[config.mk]
export PLATFORM = sky130hd
export DESIGN_NAME = uart_rx_fifo_flat
export DESIGN_NICKNAME = d
export VERILOG_FILES = /design/src/rtl/uart_rx_fifo_if.sv /design/src/rtl/uart_rx_fifo.sv /design/src/flat_wrapper.sv
export SDC_FILE = /design/constraint.sdc
export NUM_CORES = 1
export LEC_CHECK = 0
export BUFFER_PORTS_ARGS = -buffer_cell sky130_fd_sc_hd__buf_2
export CAP_MARGIN = 20
export CORE_MARGIN = 1.5
export CORE_UTILIZATION = 30
export DETAILED_ROUTE_END_ITERATION = 16
export PLACE_DENSITY = 0.49
export SLEW_MARGIN = 10
export SYNTH_ARGS = -nofsm -noshare
export SYNTH_HDL_FRONTEND = slang
export SYNTH_SLANG_ARGS = --single-unit
[constraint.sdc]
create_clock -name CLK_100MHz -period 2.9 [get_ports CLK_100MHz]
set_clock_uncertainty 0.2 [all_clocks]
set_input_delay 0.58 -clock CLK_100MHz [delete_from_list [all_inputs] [get_ports CLK_100MHz]]
set_output_delay 0.58 -clock CLK_100MHz [all_outputs]
set_load 0.02 [all_outputs]
[src/rtl/uart_rx_fifo_if.sv]
// FIFO read port and receiver status of uart_rx_fifo, grouped for the consumer.
// master = receiver side, slave = consumer side.
interface uart_rx_fifo_if #(
    parameter int DATA_BITS  = 8,
    parameter int FIFO_DEPTH = 16
);
    localparam int CNT_W = $clog2(FIFO_DEPTH + 1);

    logic                 RdEn;
    logic [DATA_BITS-1:0] RdData;
    logic                 Empty;
    logic                 Full;
    logic [CNT_W-1:0]     Count;
    logic                 Busy;
    logic                 FrameErr;
    logic                 ParityErr;
    logic                 Overrun;
    logic [2:0]           DbgState;

    // Read handshake: a pop happens on any clock where RdEn is high and Empty is low.
    // RdData shows the FIFO head whenever Empty is low; RdEn while Empty is ignored.
    modport master (
        input  RdEn,
        output RdData, Empty, Full, Count, Busy, FrameErr, ParityErr, Overrun, DbgState
    );

    modport slave (
        output RdEn,
        input  RdData, Empty, Full, Count, Busy, FrameErr, ParityErr, Overrun, DbgState
    );
endinterface

[src/rtl/uart_rx_fifo.sv]
// UART receiver, 16x oversampling with glitch-rejecting start detect, feeding a FWFT receive FIFO.
// Optional parity bit enabled by defining UART_RX_PARITY_EN.
module uart_rx_fifo #(
    parameter int CLK_HZ     = 100000000,
    parameter int BAUD       = 115200,
    parameter int DATA_BITS  = 8,
    parameter int FIFO_DEPTH = 16,
    parameter int PARITY_ODD = 0
) (
    input  logic             CLK_100MHz,
    input  logic             Reset,
    input  logic             Rx,
    uart_rx_fifo_if.master   rx_if
);
    localparam int DIV   = CLK_HZ / (BAUD * 16);
    localparam int DIV_W = (DIV > 1) ? $clog2(DIV) : 1;
    localparam int CNT_W = $clog2(FIFO_DEPTH + 1);
    localparam int PTR_W = $clog2(FIFO_DEPTH);
    localparam int BIT_W = $clog2(DATA_BITS);

    if (DIV < 2) begin : g_bad_div
        $error("uart_rx_fifo: CLK_HZ/(BAUD*16) must be >= 2");
    end
    if (DATA_BITS < 5 || DATA_BITS > 9) begin : g_bad_width
        $error("uart_rx_fifo: DATA_BITS must be 5..9");
    end
    if (FIFO_DEPTH < 2 || (FIFO_DEPTH & (FIFO_DEPTH - 1)) != 0) begin : g_bad_depth
        $error("uart_rx_fifo: FIFO_DEPTH must be a power of two >= 2");
    end
    if (PARITY_ODD != 0 && PARITY_ODD != 1) begin : g_bad_parity
        $error("uart_rx_fifo: PARITY_ODD must be 0 or 1");
    end

    typedef enum logic [2:0] {
        S_IDLE   = 3'd0,
        S_START  = 3'd1,
        S_DATA   = 3'd2,
`ifdef UART_RX_PARITY_EN
        S_PARITY = 3'd3,
`endif
        S_STOP   = 3'd4,
        S_BREAK  = 3'd5
    } state_t;

    logic                 rx_meta_q, rx_sync_q;
    logic [DIV_W-1:0]     div_q;
    logic                 tick;

    state_t               state_q, state_d;
    logic [3:0]           smp_q, smp_d;
    logic [BIT_W-1:0]     bit_q, bit_d;
    logic [DATA_BITS-1:0] shift_q, shift_d;
    logic                 push_q, push_d;
    logic [DATA_BITS-1:0] push_data_q, push_data_d;
    logic                 ferr_q, ferr_d;
`ifdef UART_RX_PARITY_EN
    logic                 perr_q, perr_d;
    logic                 pflag_q, pflag_d;
`endif

    logic [DATA_BITS-1:0] mem [FIFO_DEPTH];
    logic [PTR_W-1:0]     wr_ptr_q, rd_ptr_q;
    logic [CNT_W-1:0]     count_q, count_d;
    logic                 fifo_full, fifo_empty, do_pop, do_push;

    always_ff @(posedge CLK_100MHz or posedge Reset) begin
        if (Reset) begin
            rx_meta_q <= 1'b1;
            rx_sync_q <= 1'b1;
        end else begin
            rx_meta_q <= Rx;
            rx_sync_q <= rx_meta_q;
        end
    end

    always_ff @(posedge CLK_100MHz or posedge Reset) begin
        if (Reset) begin
            div_q <= '0;
        end else if (div_q == DIV_W'(DIV - 1)) begin
            div_q <= '0;
        end else begin
            div_q <= div_q + 1'b1;
        end
    end

    assign tick = (div_q == DIV_W'(DIV - 1));

    always_ff @(posedge CLK_100MHz or posedge Reset) begin
        if (Reset) begin
            state_q     <= S_IDLE;
            smp_q       <= '0;
            bit_q       <= '0;
            shift_q     <= '0;
            push_q      <= 1'b0;
            push_data_q <= '0;
            ferr_q      <= 1'b0;
`ifdef UART_RX_PARITY_EN
            perr_q      <= 1'b0;
            pflag_q     <= 1'b0;
`endif
        end else begin
            state_q     <= state_d;
            smp_q       <= smp_d;
            bit_q       <= bit_d;
            shift_q     <= shift_d;
            push_q      <= push_d;
            push_data_q <= push_data_d;
            ferr_q      <= ferr_d;
`ifdef UART_RX_PARITY_EN
            perr_q      <= perr_d;
            pflag_q     <= pflag_d;
`endif
        end
    end

    // Samples land on tick 8 of the start bit, then every 16 ticks: mid-point of each bit.
    always_comb begin
        state_d     = state_q;
        smp_d       = smp_q;
        bit_d       = bit_q;
        shift_d     = shift_q;
        push_d      = 1'b0;
        push_data_d = push_data_q;
        ferr_d      = 1'b0;
`ifdef UART_RX_PARITY_EN
        perr_d      = perr_q;
        pflag_d     = 1'b0;
`endif
        if (tick) begin
            case (state_q)
                S_IDLE: begin
                    if (!rx_sync_q) begin
                        state_d = S_START;
                        smp_d   = '0;
                    end
                end
                S_START: begin
                    if (smp_q == 4'd7) begin
                        smp_d = '0;
                        bit_d = '0;
                        state_d = rx_sync_q ? S_IDLE : S_DATA;
                    end else begin
                        smp_d = smp_q + 4'd1;
                    end
                end
                S_DATA: begin
                    if (smp_q == 4'd15) begin
                        smp_d   = '0;
                        shift_d = {rx_sync_q, shift_q[DATA_BITS-1:1]};
                        if (bit_q == BIT_W'(DATA_BITS - 1)) begin
`ifdef UART_RX_PARITY_EN
                            state_d = S_PARITY;
`else
                            state_d = S_STOP;
`endif
                        end else begin
                            bit_d = bit_q + 1'b1;
                        end
                    end else begin
                        smp_d = smp_q + 4'd1;
                    end
                end
`ifdef UART_RX_PARITY_EN
                S_PARITY: begin
                    if (smp_q == 4'd15) begin
                        smp_d   = '0;
                        perr_d  = ((^shift_q) ^ rx_sync_q) != (PARITY_ODD != 0);
                        state_d = S_STOP;
                    end else begin
                        smp_d = smp_q + 4'd1;
                    end
                end
`endif
                S_STOP: begin
                    if (smp_q == 4'd15) begin
                        smp_d  = '0;
                        ferr_d = !rx_sync_q;
`ifdef UART_RX_PARITY_EN
                        pflag_d = perr_q;
                        push_d  = rx_sync_q && !perr_q;
`else
                        push_d  = rx_sync_q;
`endif
                        push_data_d = shift_q;
                        state_d     = rx_sync_q ? S_IDLE : S_BREAK;
                    end else begin
                        smp_d = smp_q + 4'd1;
                    end
                end
                S_BREAK: begin
                    if (rx_sync_q) begin
                        state_d = S_IDLE;
                    end
                end
                default: begin
                    state_d = S_IDLE;
                end
            endcase
        end
    end

    assign fifo_empty = (count_q == '0);
    assign fifo_full  = (count_q == CNT_W'(FIFO_DEPTH));
    assign do_pop     = rx_if.RdEn && !fifo_empty;
    // A pop in the same cycle frees the slot, so a push into a full FIFO still lands.
    assign do_push    = push_q && (!fifo_full || do_pop);

    always_comb begin
        count_d = count_q;
        if (do_push && !do_pop) begin
            count_d = count_q + 1'b1;
        end else if (!do_push && do_pop) begin
            count_d = count_q - 1'b1;
        end
    end

    always_ff @(posedge CLK_100MHz or posedge Reset) begin
        if (Reset) begin
            wr_ptr_q <= '0;
            rd_ptr_q <= '0;
            count_q  <= '0;
        end else begin
            count_q <= count_d;
            if (do_push) begin
                wr_ptr_q <= wr_ptr_q + 1'b1;
            end
            if (do_pop) begin
                rd_ptr_q <= rd_ptr_q + 1'b1;
            end
        end
    end

    always_ff @(posedge CLK_100MHz) begin
        if (do_push) begin
            mem[wr_ptr_q] <= push_data_q;
        end
    end

    assign rx_if.RdData   = fifo_empty ? '0 : mem[rd_ptr_q];
    assign rx_if.Empty    = fifo_empty;
    assign rx_if.Full     = fifo_full;
    assign rx_if.Count    = count_q;
    assign rx_if.Busy     = (state_q != S_IDLE);
    assign rx_if.FrameErr = ferr_q;
    assign rx_if.Overrun  = push_q && !do_push;
    assign rx_if.DbgState = state_q;
`ifdef UART_RX_PARITY_EN
    assign rx_if.ParityErr = pflag_q;
`else
    assign rx_if.ParityErr = 1'b0;
`endif
endmodule

[src/flat_wrapper.sv]
// flat-port wrapper written by rule: the top's interface ports become plain ports
module uart_rx_fifo_flat 
#(
    parameter int CLK_HZ     = 100000000,
    parameter int BAUD       = 115200,
    parameter int DATA_BITS  = 8,
    parameter int FIFO_DEPTH = 16,
    parameter int PARITY_ODD = 0
)
  (CLK_100MHz, Reset, Rx, rx_if_RdEn, rx_if_RdData, rx_if_Empty, rx_if_Full, rx_if_Count, rx_if_Busy, rx_if_FrameErr, rx_if_ParityErr, rx_if_Overrun, rx_if_DbgState);
  uart_rx_fifo_if #(.DATA_BITS(DATA_BITS), .FIFO_DEPTH(FIFO_DEPTH)) rx_if_i ();
  input  logic CLK_100MHz;
  input  logic Reset;
  input  logic Rx;
  input wire logic [$bits(rx_if_i.RdEn)-1:0] rx_if_RdEn;
  output wire logic [$bits(rx_if_i.RdData)-1:0] rx_if_RdData;
  output wire logic [$bits(rx_if_i.Empty)-1:0] rx_if_Empty;
  output wire logic [$bits(rx_if_i.Full)-1:0] rx_if_Full;
  output wire logic [$bits(rx_if_i.Count)-1:0] rx_if_Count;
  output wire logic [$bits(rx_if_i.Busy)-1:0] rx_if_Busy;
  output wire logic [$bits(rx_if_i.FrameErr)-1:0] rx_if_FrameErr;
  output wire logic [$bits(rx_if_i.ParityErr)-1:0] rx_if_ParityErr;
  output wire logic [$bits(rx_if_i.Overrun)-1:0] rx_if_Overrun;
  output wire logic [$bits(rx_if_i.DbgState)-1:0] rx_if_DbgState;
  assign rx_if_i.RdEn = rx_if_RdEn;
  assign rx_if_RdData = rx_if_i.RdData;
  assign rx_if_Empty = rx_if_i.Empty;
  assign rx_if_Full = rx_if_i.Full;
  assign rx_if_Count = rx_if_i.Count;
  assign rx_if_Busy = rx_if_i.Busy;
  assign rx_if_FrameErr = rx_if_i.FrameErr;
  assign rx_if_ParityErr = rx_if_i.ParityErr;
  assign rx_if_Overrun = rx_if_i.Overrun;
  assign rx_if_DbgState = rx_if_i.DbgState;
  uart_rx_fifo #(.CLK_HZ(CLK_HZ), .BAUD(BAUD), .DATA_BITS(DATA_BITS), .FIFO_DEPTH(FIFO_DEPTH), .PARITY_ODD(PARITY_ODD)) u_core (.CLK_100MHz(CLK_100MHz), .Reset(Reset), .Rx(Rx), .rx_if(rx_if_i));
endmodule
==> summary.md, run 1 <==
| Metric | Value |
|---|---|
| Area Overhead vs Synth | 18.1% |
| Total negative slack | -807 ps |
| Transition at the pin with the smallest max-transition slack | 840 ps |
| Final std cell area, no fill | 8900 um^2 |
| Die extent in x | 161 um |
| Largest net degree at the start of global routing | 37 |
| Power per cell area | 561 nW/um^2 |
| Violations in the final reports | negative setup slack |
| TritonCTS clock tree | done |
| Max Fanout on Critical Path | 5 |
| Vias after detailed routing | 3927 |
| Post-synthesis async set-or-reset flop share | 0.277 |
| Number of flops mapped to enable cells by yosys | 128 |
| Utilization of the core after routing | 0.364 |
| Residual antenna-violating net count after detailed routing | 0 |
| Number of violations reported at the end of detailed-routing iteration 0 | 252 |
| Slack of the critical path | -128 ps |
| Filler Cell Count | 2297 |
| Count of TritonRoute iterations in the first routing pass | 4 |
| Static power due to leakage | 3.53 nW |
| Detailed Place HPWL | 9630 um |
| Class of the worst hold path | in -> reg |
| Per-cell routed wire length | 18.2 um |
| Post-Syn Nets | 472 |
| Number of cells in the design after placement | 792 |
| Inserted Diodes | 0 |
| Remaining Overflow, GRT | 0 |
| Most frequent cells in the layout | sky130_fd_sc_hd__edfxtp_1, sky130_fd_sc_hd__dfrtp_1, sky130_fd_sc_hd__mux4_2 |
| Effective utilization at floorplan | 0.308 |
| Count of state elements after synthesis | 177 |
| H-Tree Level Count | 4 |
| Area after detailed placement | 8100 um^2 |
| Worst ir drop on vdd | 0.354 mV |
| Buffers on Ports | 24 |
| Slew margin rel. | 0.440 |
| Final net count | 515 |
| Antenna violations before repair | 0 |
| Rows | 57 |
| Source-to-sink clock delay at the later pin of the worst-skew pair | 430 ps |
| Worst Path Required | 2120 ps |
| Max Clock Freq | 0.330 GHz |
| Via count of the first global-routing pass | 4057 |
| Number of different library cells in the post-synthesis netlist | 56 |
| Status | finished with violations |
| TritonCTS Buffers | 17 |
| Synthesized area divided by synthesized cell count | 16.6 um^2 |
| Total DRC errors in the routed layout | 0 |
| Number of setup violations in the final report | 8 |
| Post-synth design cell area | 7530 um^2 |
| Crit path launch type | flop |
| CTS Sinks | 177 |
| Core Footprint | 24500 um^2 |
| WHS | 48.8 ps |
| Clock Tree Buf Depth | 2 |
| Total Die Area | 26100 um^2 |
| Clock root buffer | sky130_fd_sc_hd__clkbuf_16 |
| Overall power | 4.99 mW |
| Global router's overall resource usage | 0.122 |
| Height of the die | 161 um |
| GP Congestion | 0.773 |
| Count of maximum capacitance violations | 0 |
| Non-filler instance count after layout | 833 |
| Sequential cell area fraction in the yosys report | 0.673 |
| RSZ-0062 raised after global routing | yes |
| Clock transition at path regs | 70 ps |
| Number of instances in the synthesized netlist | 453 |
| Worst slack, placed | 72.4 ps |
| Crit path kind | reg -> out |
| Final critical-path required period | 3030 ps |
| Commonest non-fill, non-tap cell in the layout | sky130_fd_sc_hd__edfxtp_1 |
| Average via count per standard cell | 4.71 |
| Number of ports placed on the die boundary | 26 |
| Synth Flop Type | sky130_fd_sc_hd__edfxtp_1 |
| Ratio of cells with drive above 1 in the final layout | 0.342 |
| Pins Over Slew Limit | 0 |
| Detailed-route wire length | 15200 um |
| Period utilization | 1.04 |
| Wire length of the first global-routing pass | 23500 um |
| Hold Vio Cnt, Final | 0 |
| Kind of end point of the critical path | output port |
| Warnings from Yosys | 0 |
| Arr. time, crit path | 2250 ps |
[worst paths after layout]
check / slack [ps] / from / cells past startpoint / end
hold reg to reg: 160 / u_core.rx_meta_q$_DFF_PP1_ / 0 / u_core.rx_sync_q$_DFF_PP1_
setup / recovery: -130 / u_core.rd_ptr_q[1]$_DFFE_PP0P_ / 6 / rx_if_RdData[0]
max in group asynchronous: 1270 / Reset / 4 / u_core.rx_sync_q$_DFF_PP1_
hold / removal: 50 / Rx / 1 / u_core.rx_meta_q$_DFF_PP1_
min in group asynchronous: 450 / Reset / 3 / u_core.rx_if.Count[3]$_DFFE_PP0P_
setup reg to reg: 110 / u_core.rx_if.Count[1]$_DFFE_PP0P_ / 10 / u_core.rx_if.Count[4]$_DFFE_PP0P_
[layer usage]
metal  wire [um]  vias up  share of wire  track usage
met5           0        -              0            0
li1            -     1827              -            -
met3         698        2          0.046       0.0280
met1        7390     2029           0.49        0.173
met4          37        0         0.0024       0.0328
met2        7050       69           0.46        0.186
[synthesized netlist by cell type, types with 5 or more instances]
library cell                 n  area, um^2
sky130_fd_sc_hd__edfxtp_1  128        3840
sky130_fd_sc_hd__clkbuf_1    7        26.3
sky130_fd_sc_hd__o21ai_0    16        80.1
sky130_fd_sc_hd__buf_2       7        35.0
sky130_fd_sc_hd__a21oi_1    11        55.1
sky130_fd_sc_hd__xor2_1      5        43.8
sky130_fd_sc_hd__and3_1      5        31.3
sky130_fd_sc_hd__nor2_1     19        71.3
sky130_fd_sc_hd__dfrtp_1    47        1180
sky130_fd_sc_hd__mux4_2     32         721
sky130_fd_sc_hd__nand3_1    12        60.1
sky130_fd_sc_hd__and2_1      8        50.1
sky130_fd_sc_hd__mux2_2     26         293
sky130_fd_sc_hd__xnor2_1     8        70.1
sky130_fd_sc_hd__inv_1      16        60.1
sky130_fd_sc_hd__mux2i_1    11         110
sky130_fd_sc_hd__ha_1       14         175
sky130_fd_sc_hd__buf_4       5        37.5
sky130_fd_sc_hd__nand2_1    16        60.1
sky130_fd_sc_hd__nor3_1      5        25.0
[flip-flops by register name, indices dropped and copies added, names as in the netlist]
name and flops:
u_core.rx_if.FrameErr 1, u_core.bit_q 3, u_core.rx_if.DbgState 3, u_core.rx_meta_q 1, u_core.mem 128, u_core.smp_q 4
u_core.push_data_q 8, u_core.shift_q 8, u_core.rd_ptr_q 4, u_core.rx_if.Count 5, u_core.div_q 6, u_core.push_q 1
u_core.wr_ptr_q 4, u_core.rx_sync_q 1
[critical path: stages, from the launching register on]
cell and delay, ps:
sky130_fd_sc_hd__dfrtp_2 440, sky130_fd_sc_hd__buf_6 170, sky130_fd_sc_hd__mux4_2 530, sky130_fd_sc_hd__mux2_4 290
sky130_fd_sc_hd__o21ai_2 130, sky130_fd_sc_hd__a21oi_2 60, sky130_fd_sc_hd__buf_4 200
[layout make-up]
cell class | instances | area [um^2] | share of cell area
sequential | 177 | 5080 | 0.570
multi-input combinational | 237 | 2400 | 0.270
clock buffer | 17 | 425 | 0.0478
tap | 324 | 405 | 0.0456
timing repair buffer | 46 | 352 | 0.0395
clock inverter | 15 | 169 | 0.0190
inverter | 17 | 66.3 | 0.00745
[logic make-up after synthesis]
group / share of synthesized area
AO/OA/AOI/OAI: 0.0392
XOR/XNOR: 0.0151
adder cells (fa/ha/maj): 0.0274
buffers and inverters: 0.0251
flip-flops: 0.673
multiplexers: 0.149
other: 0.000498
AND/OR/NAND/NOR: 0.0701
[power breakdown]
group	internal, mW	switching, mW	total (mW)	leakage (nW)
registers	2.69	0.00168	2.69	2.14
logic	0.00417	0.0176	0.0217	1.10
clock network	1.23	1.05	2.28	0.287
total	3.92	1.07	4.99	3.53
[what timing repair did]
item                                   4_1_cts  5_1_grt
gates resized for setup                     26       22
hold buffers                                 1        0
cloned                                       2        0
endpoints found under the hold margin       13        0
setup endpoints to repair                    9       12
pin swaps                                    0        5
setup buffers                                5        4
Power figures use the tool's default switching activity.
==> run 2: changes to the inputs <==
--- a/config.mk
+++ b/config.mk
@@ -7,7 +7,6 @@
 export LEC_CHECK = 0
 export BUFFER_PORTS_ARGS = -buffer_cell sky130_fd_sc_hd__buf_2
 export CAP_MARGIN = 20
-export CORE_MARGIN = 1.5
 export CORE_UTILIZATION = 30
 export DETAILED_ROUTE_END_ITERATION = 16
 export PLACE_DENSITY = 0.49
==> summary.md, run 2 (same netlist as run 1, synthesis figures left out) <==
| Metric | Value |
|---|---|
| Status | finished with violations (unchanged) |
| Violations in the final reports | negative setup slack (unchanged) |
| Hold Vio Cnt, Final | 0 (unchanged) |
| Clock Tree Buf Depth | 2 (unchanged) |
| Per-cell routed wire length | 18.6 um (was 18.2 um) |
| Static power due to leakage | 3.51 nW (was 3.53 nW) |
| Height of the die | 160 um (was 161 um) |
| Remaining Overflow, GRT | 0 (unchanged) |
| Register-to-register path setup slack | 110 ps (about the same) |
| Worst ir drop on vdd | 0.372 mV (was 0.354 mV) |
| Power per cell area | 564 nW/um^2 (was 561 nW/um^2) |
| Worst slack, placed | 44.1 ps (was 72.4 ps) |
| Largest net degree at the start of global routing | 25 (was 37) |
| Area Overhead vs Synth | 17.5% (was 18.1%) |
| Worst min-delay path startpoint | Rx (unchanged) |
| Ratio of cells with drive above 1 in the final layout | 0.320 (was 0.342) |
| Class of the worst hold path | in -> reg (unchanged) |
| Pins Over Slew Limit | 0 (unchanged) |
| Detailed Place HPWL | 10000 um (was 9630 um) |
| Via count of the first global-routing pass | 4113 (was 4057) |
| Transition at the pin with the smallest max-transition slack | 683 ps (was 840 ps) |
| Kind of end point of the critical path | output port (unchanged) |
| Period utilization | 1.06 (was 1.04) |
| Crit path launch | u_core.rd_ptr_q[1]$_DFFE_PP0P_ (unchanged) |
| RSZ-0062 raised after global routing | yes (unchanged) |
| Number of ports placed on the die boundary | 26 (unchanged) |
| Most frequent cells in the layout | sky130_fd_sc_hd__edfxtp_1, sky130_fd_sc_hd__dfrtp_1, sky130_fd_sc_hd__mux4_2 (unchanged) |
| CTS Sinks | 177 (unchanged) |
| GP Congestion | 0.766 (was 0.773) |
| Detailed-route wire length | 15400 um (was 15200 um) |
| Crit path launch type | flop (unchanged) |
| Commonest non-fill, non-tap cell in the layout | sky130_fd_sc_hd__edfxtp_1 (unchanged) |
| WHS | 47.4 ps (was 48.8 ps) |
| Die extent in x | 160 um (was 161 um) |
| TritonCTS Buffers | 17 (unchanged) |
| Effective utilization at floorplan | 0.308 (unchanged) |
| Wire length of the first global-routing pass | 23700 um (was 23500 um) |
| Largest register by flop count | u_core.mem (unchanged) |
| Biggest registers after layout | u_core.mem: 128 flops, u_core.push_data_q: 8 flops, u_core.shift_q: 8 flops (unchanged) |
| Average via count per standard cell | 4.73 (was 4.71) |
| Worst Path Required | 2120 ps (about the same) |
| Final net count | 513 (was 515) |
| Residual antenna-violating net count after detailed routing | 0 (unchanged) |
| Total DRC errors in the routed layout | 0 (unchanged) |
| TritonCTS clock tree | done (unchanged) |
| Crit path kind | reg -> out (unchanged) |
| Source-to-sink clock delay at the later pin of the worst-skew pair | 420 ps (was 430 ps) |
| Overall power | 4.99 mW (about the same) |
| Antenna violations before repair | 0 (unchanged) |
| Count of maximum capacitance violations | 0 (unchanged) |
| H-Tree Level Count | 4 (unchanged) |
| Max Clock Freq | 0.326 GHz (was 0.330 GHz) |
| Rows | 57 (unchanged) |
| Arr. time, crit path | 2290 ps (was 2250 ps) |
| Final std cell area, no fill | 8850 um^2 (was 8900 um^2) |
| Number of setup violations in the final report | 8 (unchanged) |
| Area after detailed placement | 8140 um^2 (was 8100 um^2) |
| Slew margin rel. | 0.545 (was 0.440) |
| Core Footprint | 24500 um^2 (unchanged) |
| Clock root buffer | sky130_fd_sc_hd__clkbuf_16 (unchanged) |
| Final critical-path required period | 3070 ps (was 3030 ps) |
| Inserted Diodes | 0 (unchanged) |
| Clock transition at path regs | 70 ps (about the same) |
| Count of TritonRoute iterations in the first routing pass | 4 (unchanged) |
| Buffers on Ports | 24 (unchanged) |
| Startpoint of the most critical register-to-register path | u_core.rx_if.Count[1]$_DFFE_PP0P_ (unchanged) |
| Total Die Area | 25700 um^2 (was 26100 um^2) |
| Utilization of the core after routing | 0.362 (was 0.364) |
| Global router's overall resource usage | 0.125 (was 0.122) |
| Max Fanout on Critical Path | 8 (was 5) |
| Slack of the critical path | -167 ps (was -128 ps) |
| Number of flip-flops under the largest register name | 128 (unchanged) |
| Number of violations reported at the end of detailed-routing iteration 0 | 227 (was 252) |
| Vias after detailed routing | 3933 (was 3927) |
==> run 2: critical path, stage by stage (launching register included) <==
cell and delay, ps:
sky130_fd_sc_hd__dfrtp_2 450, sky130_fd_sc_hd__clkbuf_16 210, sky130_fd_sc_hd__mux4_2 500, sky130_fd_sc_hd__mux2_2 280, sky130_fd_sc_hd__o21ai_1 170, sky130_fd_sc_hd__a21oi_2 80
sky130_fd_sc_hd__buf_4 170
==> run 2: final cells by class <==
type                       count  area (um^2)
multi-input combinational    237         2350
fill                        2305        15600
timing repair buffer          44          360
clock buffer                  17          425
tap                          324          405
sequential                   177         5080
inverter                      17         66.3
clock inverter                15          170
==> run 2: per-layer routing <==
| layer | global-route usage | wire (um) |
|---|---|---|
| met2 | 0.198 | 7320 |
| met4 | 0.0325 | 125 |
| met3 | 0.0294 | 435 |
| met1 | 0.172 | 7570 |
| met5 | 0 | 0 |
==> run 2: power breakdown <==
group | switching [mW] | internal, mW | total (mW)
combinational | 0.0177 | 0.00507 | 0.0228
clock | 1.06 | 1.23 | 2.28
sequential | 0.00184 | 2.69 | 2.69
total | 1.08 | 3.92 | 4.99
==> run 2: repair_timing <==
| action | in CTS | in global routing |
|---|---|---|
| pin swaps | 0 | 1 |
| resized for setup | 3 | 26 |
| endpoints found under the setup margin | 9 | 10 |
| hold endpoints to repair | 13 | 0 |
| cloned | 0 | 1 |
| buffers inserted | 0 | 1 |
| hold buffers | 1 | 0 |
==> run 2: per-stage QoR <==
| stage | setup TNS (ps) | instances |
|---|---|---|
| 2_1_floorplan | -9.87 | 453 |
| 3_3_place_gp | 0 | 796 |
| 3_5_place_dp | 0 | 796 |
| 4_1_cts | -1230 | 829 |
| 5_1_grt | -1770 | 831 |
| 6_report | -1110 | 831 |
==> run 2: worst paths after layout <==
path                                                           to  cells after the start
min in group asynchronous         u_core.rx_if.FrameErr$_DFF_PP0_                      3
worst max register to register  u_core.rx_if.Count[4]$_DFFE_PP0P_                     10
worst max-delay path                              rx_if_RdData[0]                      6
max in group asynchronous              u_core.rx_sync_q$_DFF_PP1_                      4
worst min-delay path                   u_core.rx_meta_q$_DFF_PP1_                      1
worst min register to register         u_core.rx_sync_q$_DFF_PP1_                      0
==> run 3: changes to the inputs <==
--- a/config.mk
+++ b/config.mk
@@ -5,11 +5,11 @@
 export SDC_FILE = /design/constraint.sdc
 export NUM_CORES = 1
 export LEC_CHECK = 0
-export BUFFER_PORTS_ARGS = -buffer_cell sky130_fd_sc_hd__buf_2
+export ABC_AREA = 1
 export CAP_MARGIN = 20
 export CORE_UTILIZATION = 30
 export DETAILED_ROUTE_END_ITERATION = 16
-export PLACE_DENSITY = 0.49
+export DONT_BUFFER_PORTS = 1
 export SLEW_MARGIN = 10
 export SYNTH_ARGS = -nofsm -noshare
 export SYNTH_HDL_FRONTEND = slang
==> summary.md, run 3 <==
| Metric | Value |
|---|---|
| Number of instances in the synthesized netlist | 733 (was 453) |
| Total DRC errors in the routed layout | 0 (unchanged) |
| Worst ir drop on vdd | 0.458 mV (was 0.372 mV) |
| Rows | 58 (was 57) |
| Inserted Diodes | 0 (unchanged) |
| Most frequent cells in the layout | sky130_fd_sc_hd__nand2_1, sky130_fd_sc_hd__edfxtp_1, sky130_fd_sc_hd__nand3_1 (was sky130_fd_sc_hd__edfxtp_1, sky130_fd_sc_hd__dfrtp_1, sky130_fd_sc_hd__mux4_2) |
| Per-cell routed wire length | 15.7 um (was 18.6 um) |
| TritonCTS Buffers | 17 (unchanged) |
| Total Die Area | 26600 um^2 (was 25700 um^2) |
| Static power due to leakage | 3.83 nW (was 3.51 nW) |
| Internal | 4.88 mW (was 3.92 mW) |
| Average via count per standard cell | 4.62 (was 4.73) |
| Number of ports placed on the die boundary | 26 (unchanged) |
| Period utilization | 0.975 (was 1.06) |
| Cell with the most instances after synthesis | sky130_fd_sc_hd__nand2_1 (was sky130_fd_sc_hd__edfxtp_1) |
| Utilization of the core after routing | 0.358 (was 0.362) |
| Number of flip-flops under the largest register name | 128 (unchanged) |
| Kind of end point of the critical path | output port (unchanged) |
| Slew margin rel. | 0.544 (was 0.545) |
| Clock Tree Buf Depth | 2 (unchanged) |
| Filler Cell Count | 2470 (was 2305) |
| Core Footprint | 25300 um^2 (was 24500 um^2) |
| Count of state elements after synthesis | 177 (unchanged) |
| Clock transition at path regs | 60 ps (was 70 ps) |
| Synthesized area divided by synthesized cell count | 10.6 um^2 (was 16.6 um^2) |
| Count of TritonRoute iterations in the first routing pass | 5 (was 4) |
| Max Fanout on Critical Path | 33 (was 8) |
| Transition at the pin with the smallest max-transition slack | 684 ps (was 683 ps) |
| Vias after detailed routing | 5123 (was 3933) |
| Remaining Overflow, GRT | 0 (unchanged) |
| Biggest area consumer among synthesized cells | sky130_fd_sc_hd__edfxtp_1 (unchanged) |
| Leading post-synthesis cells by instance count | sky130_fd_sc_hd__nand2_1, sky130_fd_sc_hd__edfxtp_1, sky130_fd_sc_hd__nand3_1 (was sky130_fd_sc_hd__edfxtp_1, sky130_fd_sc_hd__dfrtp_1, sky130_fd_sc_hd__mux4_2) |
| Class of the worst hold path | in -> reg (unchanged) |
| Total negative slack | 0 ps (was -1110 ps) |
| TritonCTS clock tree | done (unchanged) |
| Switching part of the total | 0.341 (was 0.215) |
| Reg power frac | 0.395 (was 0.538) |
| Post-synth design cell area | 7780 um^2 (was 7530 um^2) |
| Final critical-path required period | 2830 ps (was 3070 ps) |
| Number of flops mapped to enable cells by yosys | 128 (unchanged) |
| Buffers on Ports | 0 (was 24) |
| Arr. time, crit path | 2050 ps (was 2290 ps) |
| Synth Flop Type | sky130_fd_sc_hd__edfxtp_1 (unchanged) |
| Clock share of power | 0.322 (was 0.457) |
| Global router's overall resource usage | 0.137 (was 0.125) |
| Area after detailed placement | 8370 um^2 (was 8140 um^2) |
| Worst slack, placed | 280 ps (was 44.1 ps) |
| Effective utilization at floorplan | 0.307 (was 0.308) |
| Hold Vio Cnt, Final | 0 (unchanged) |
| Number of violations reported at the end of detailed-routing iteration 0 | 408 (was 227) |
| Ratio of cells with drive above 1 in the final layout | 0.160 (was 0.320) |
| Warnings from Yosys | 0 (unchanged) |
| Wire length of the first global-routing pass | 27200 um (was 23700 um) |
| Largest net degree at the start of global routing | 67 (was 25) |
| Crit path kind | reg -> out (unchanged) |
| Detailed-route wire length | 17400 um (was 15400 um) |
| Via count of the first global-routing pass | 5030 (was 4113) |
| Post-Syn Nets | 752 (was 472) |
| Sequential cell area fraction in the yosys report | 0.652 (was 0.673) |
| Share of Yosys cell area claimed by the top area cell type | 0.494 (was 0.510) |
| Cells taking the most area after synthesis | sky130_fd_sc_hd__edfxtp_1, sky130_fd_sc_hd__dfrtp_1, sky130_fd_sc_hd__nand2_1 (was sky130_fd_sc_hd__edfxtp_1, sky130_fd_sc_hd__dfrtp_1, sky130_fd_sc_hd__mux4_2) |
| Detailed Place HPWL | 10700 um (was 10000 um) |
| Status | completed (was finished with violations) |
| GP Congestion | 0.814 (was 0.766) |
| Height of the die | 163 um (was 160 um) |
| Count of maximum capacitance violations | 0 (unchanged) |
| Final std cell area, no fill | 9080 um^2 (was 8850 um^2) |
| Source-to-sink clock delay at the later pin of the worst-skew pair | 430 ps (was 420 ps) |
| Clock root buffer | sky130_fd_sc_hd__clkbuf_16 (unchanged) |
| Largest register by flop count | u_core.mem (unchanged) |
| Slack of the critical path | 71.2 ps (was -167 ps) |
| Power dissipated by switching net loads | 2.53 mW (was 1.08 mW) |
| Commonest non-fill, non-tap cell in the layout | sky130_fd_sc_hd__nand2_1 (was sky130_fd_sc_hd__edfxtp_1) |
| Antenna violations before repair | 0 (unchanged) |
| Pins Over Slew Limit | 0 (unchanged) |
| Power per cell area | 815 nW/um^2 (was 564 nW/um^2) |
| Final net count | 785 (was 513) |
| Die extent in x | 163 um (was 160 um) |
| Area Overhead vs Synth | 16.6% (was 17.5%) |
| Number of different library cells in the post-synthesis netlist | 38 (was 56) |
| Proportion of power drawn by combinational gates | 0.283 (was 0.005) |
| CTS Sinks | 177 (unchanged) |
| Worst Path Required | 2120 ps (about the same) |
| Residual antenna-violating net count after detailed routing | 0 (unchanged) |
| Biggest registers after layout | u_core.mem: 128 flops, u_core.push_data_q: 8 flops, u_core.shift_q: 8 flops (unchanged) |
| Crit path launch type | flop (unchanged) |
| Max Clock Freq | 0.354 GHz (was 0.326 GHz) |
| Number of setup violations in the final report | 0 (was 8) |
| Post-synthesis async set-or-reset flop share | 0.277 (unchanged) |
| H-Tree Level Count | 4 (unchanged) |
run 3: what timing repair did:
item	CTS	global route
endpoints found under the setup margin	8	8
cloned	0	1
hold buffers	2	0
resized for setup	2	7
endpoints found under the hold margin	28	0
setup buffers	0	2
run 3: final cells by class:
type                    instances  area, um^2  share of cell area
clock buffers                  18         429              0.0473
clock inverters                14         180              0.0198
inverters                      42         165              0.0182
multi-input cells             484        2410               0.265
flip-flops and latches        177        5070               0.559
well taps                     330         413              0.0455
repair buffers                 44         410              0.0452
run 3: power by group through the flow:
stage | logic, mW | registers, mW | clock network, mW
5_1_grt | 2.28 | 2.94 | 2.51
3_3_place_gp | 1.95 | 2.95 | 0
3_5_place_dp | 1.96 | 2.96 | 0
2_1_floorplan | 1.30 | 2.90 | 0
6_report | 2.09 | 2.93 | 2.38
4_1_cts | 1.97 | 2.91 | 2.42
run 3: final timing paths:
kind                       slack (ps)                                 to                         startpoint  cells past startpoint
setup / recovery                   70                    rx_if_RdData[5]     u_core.rd_ptr_q[0]$_DFFE_PP0P_                      8
hold / removal                    100     u_core.rd_ptr_q[3]$_DFFE_PP0P_                         rx_if_RdEn                      2
setup reg to reg                  260  u_core.rx_if.Count[4]$_DFFE_PP0P_  u_core.rx_if.Count[3]$_DFFE_PP0P_                     16
hold reg to reg                   160         u_core.rx_sync_q$_DFF_PP1_         u_core.rx_meta_q$_DFF_PP1_                      0
max in group asynchronous        1330         u_core.rx_sync_q$_DFF_PP1_                              Reset                      3
min in group asynchronous         500          u_core.div_q[1]$_DFF_PP0_                              Reset                      2
run 3: metrics by stage:
stage,cells,hold slack (ps),power (mW)
after floorplan,733,145,4.20
after global placement,1072,147,4.91
after detailed placement,1072,149,4.92
after CTS,1106,81.1,7.30
after global routing,1109,91.7,7.73
final,1109,101,7.40
run 3: cell families after synthesis:
kind of cell	Yosys count	share of synthesized area
AO/OA/AOI/OAI	39	0.0323
buffers and inverters	72	0.0407
flip-flops	177	0.652
XOR/XNOR	9	0.0101
AND/OR/NAND/NOR	420	0.240
other	1	0.000482
adder cells (fa/ha/maj)	15	0.0251
run 3: worst max-delay path: stages, from the launching register on:
cell and delay (ps):
sky130_fd_sc_hd__dfrtp_2 500, sky130_fd_sc_hd__buf_12 240, sky130_fd_sc_hd__nand2_1 70, sky130_fd_sc_hd__nand3_1 80
sky130_fd_sc_hd__nand3_1 100, sky130_fd_sc_hd__nand2_1 110, sky130_fd_sc_hd__nand2_1 90, sky130_fd_sc_hd__a21oi_1 220
sky130_fd_sc_hd__buf_4 180
run 3: metal layers:
metal	share of wire	wire length [um]	up-vias	GRT usage
met2	0.46	7910	145	0.215
met1	0.46	8070	2440	0.185
met5	0	0	-	0
met4	0.016	278	0	0.0501
met3	0.064	1120	17	0.0325
li1	-	-	2521	-
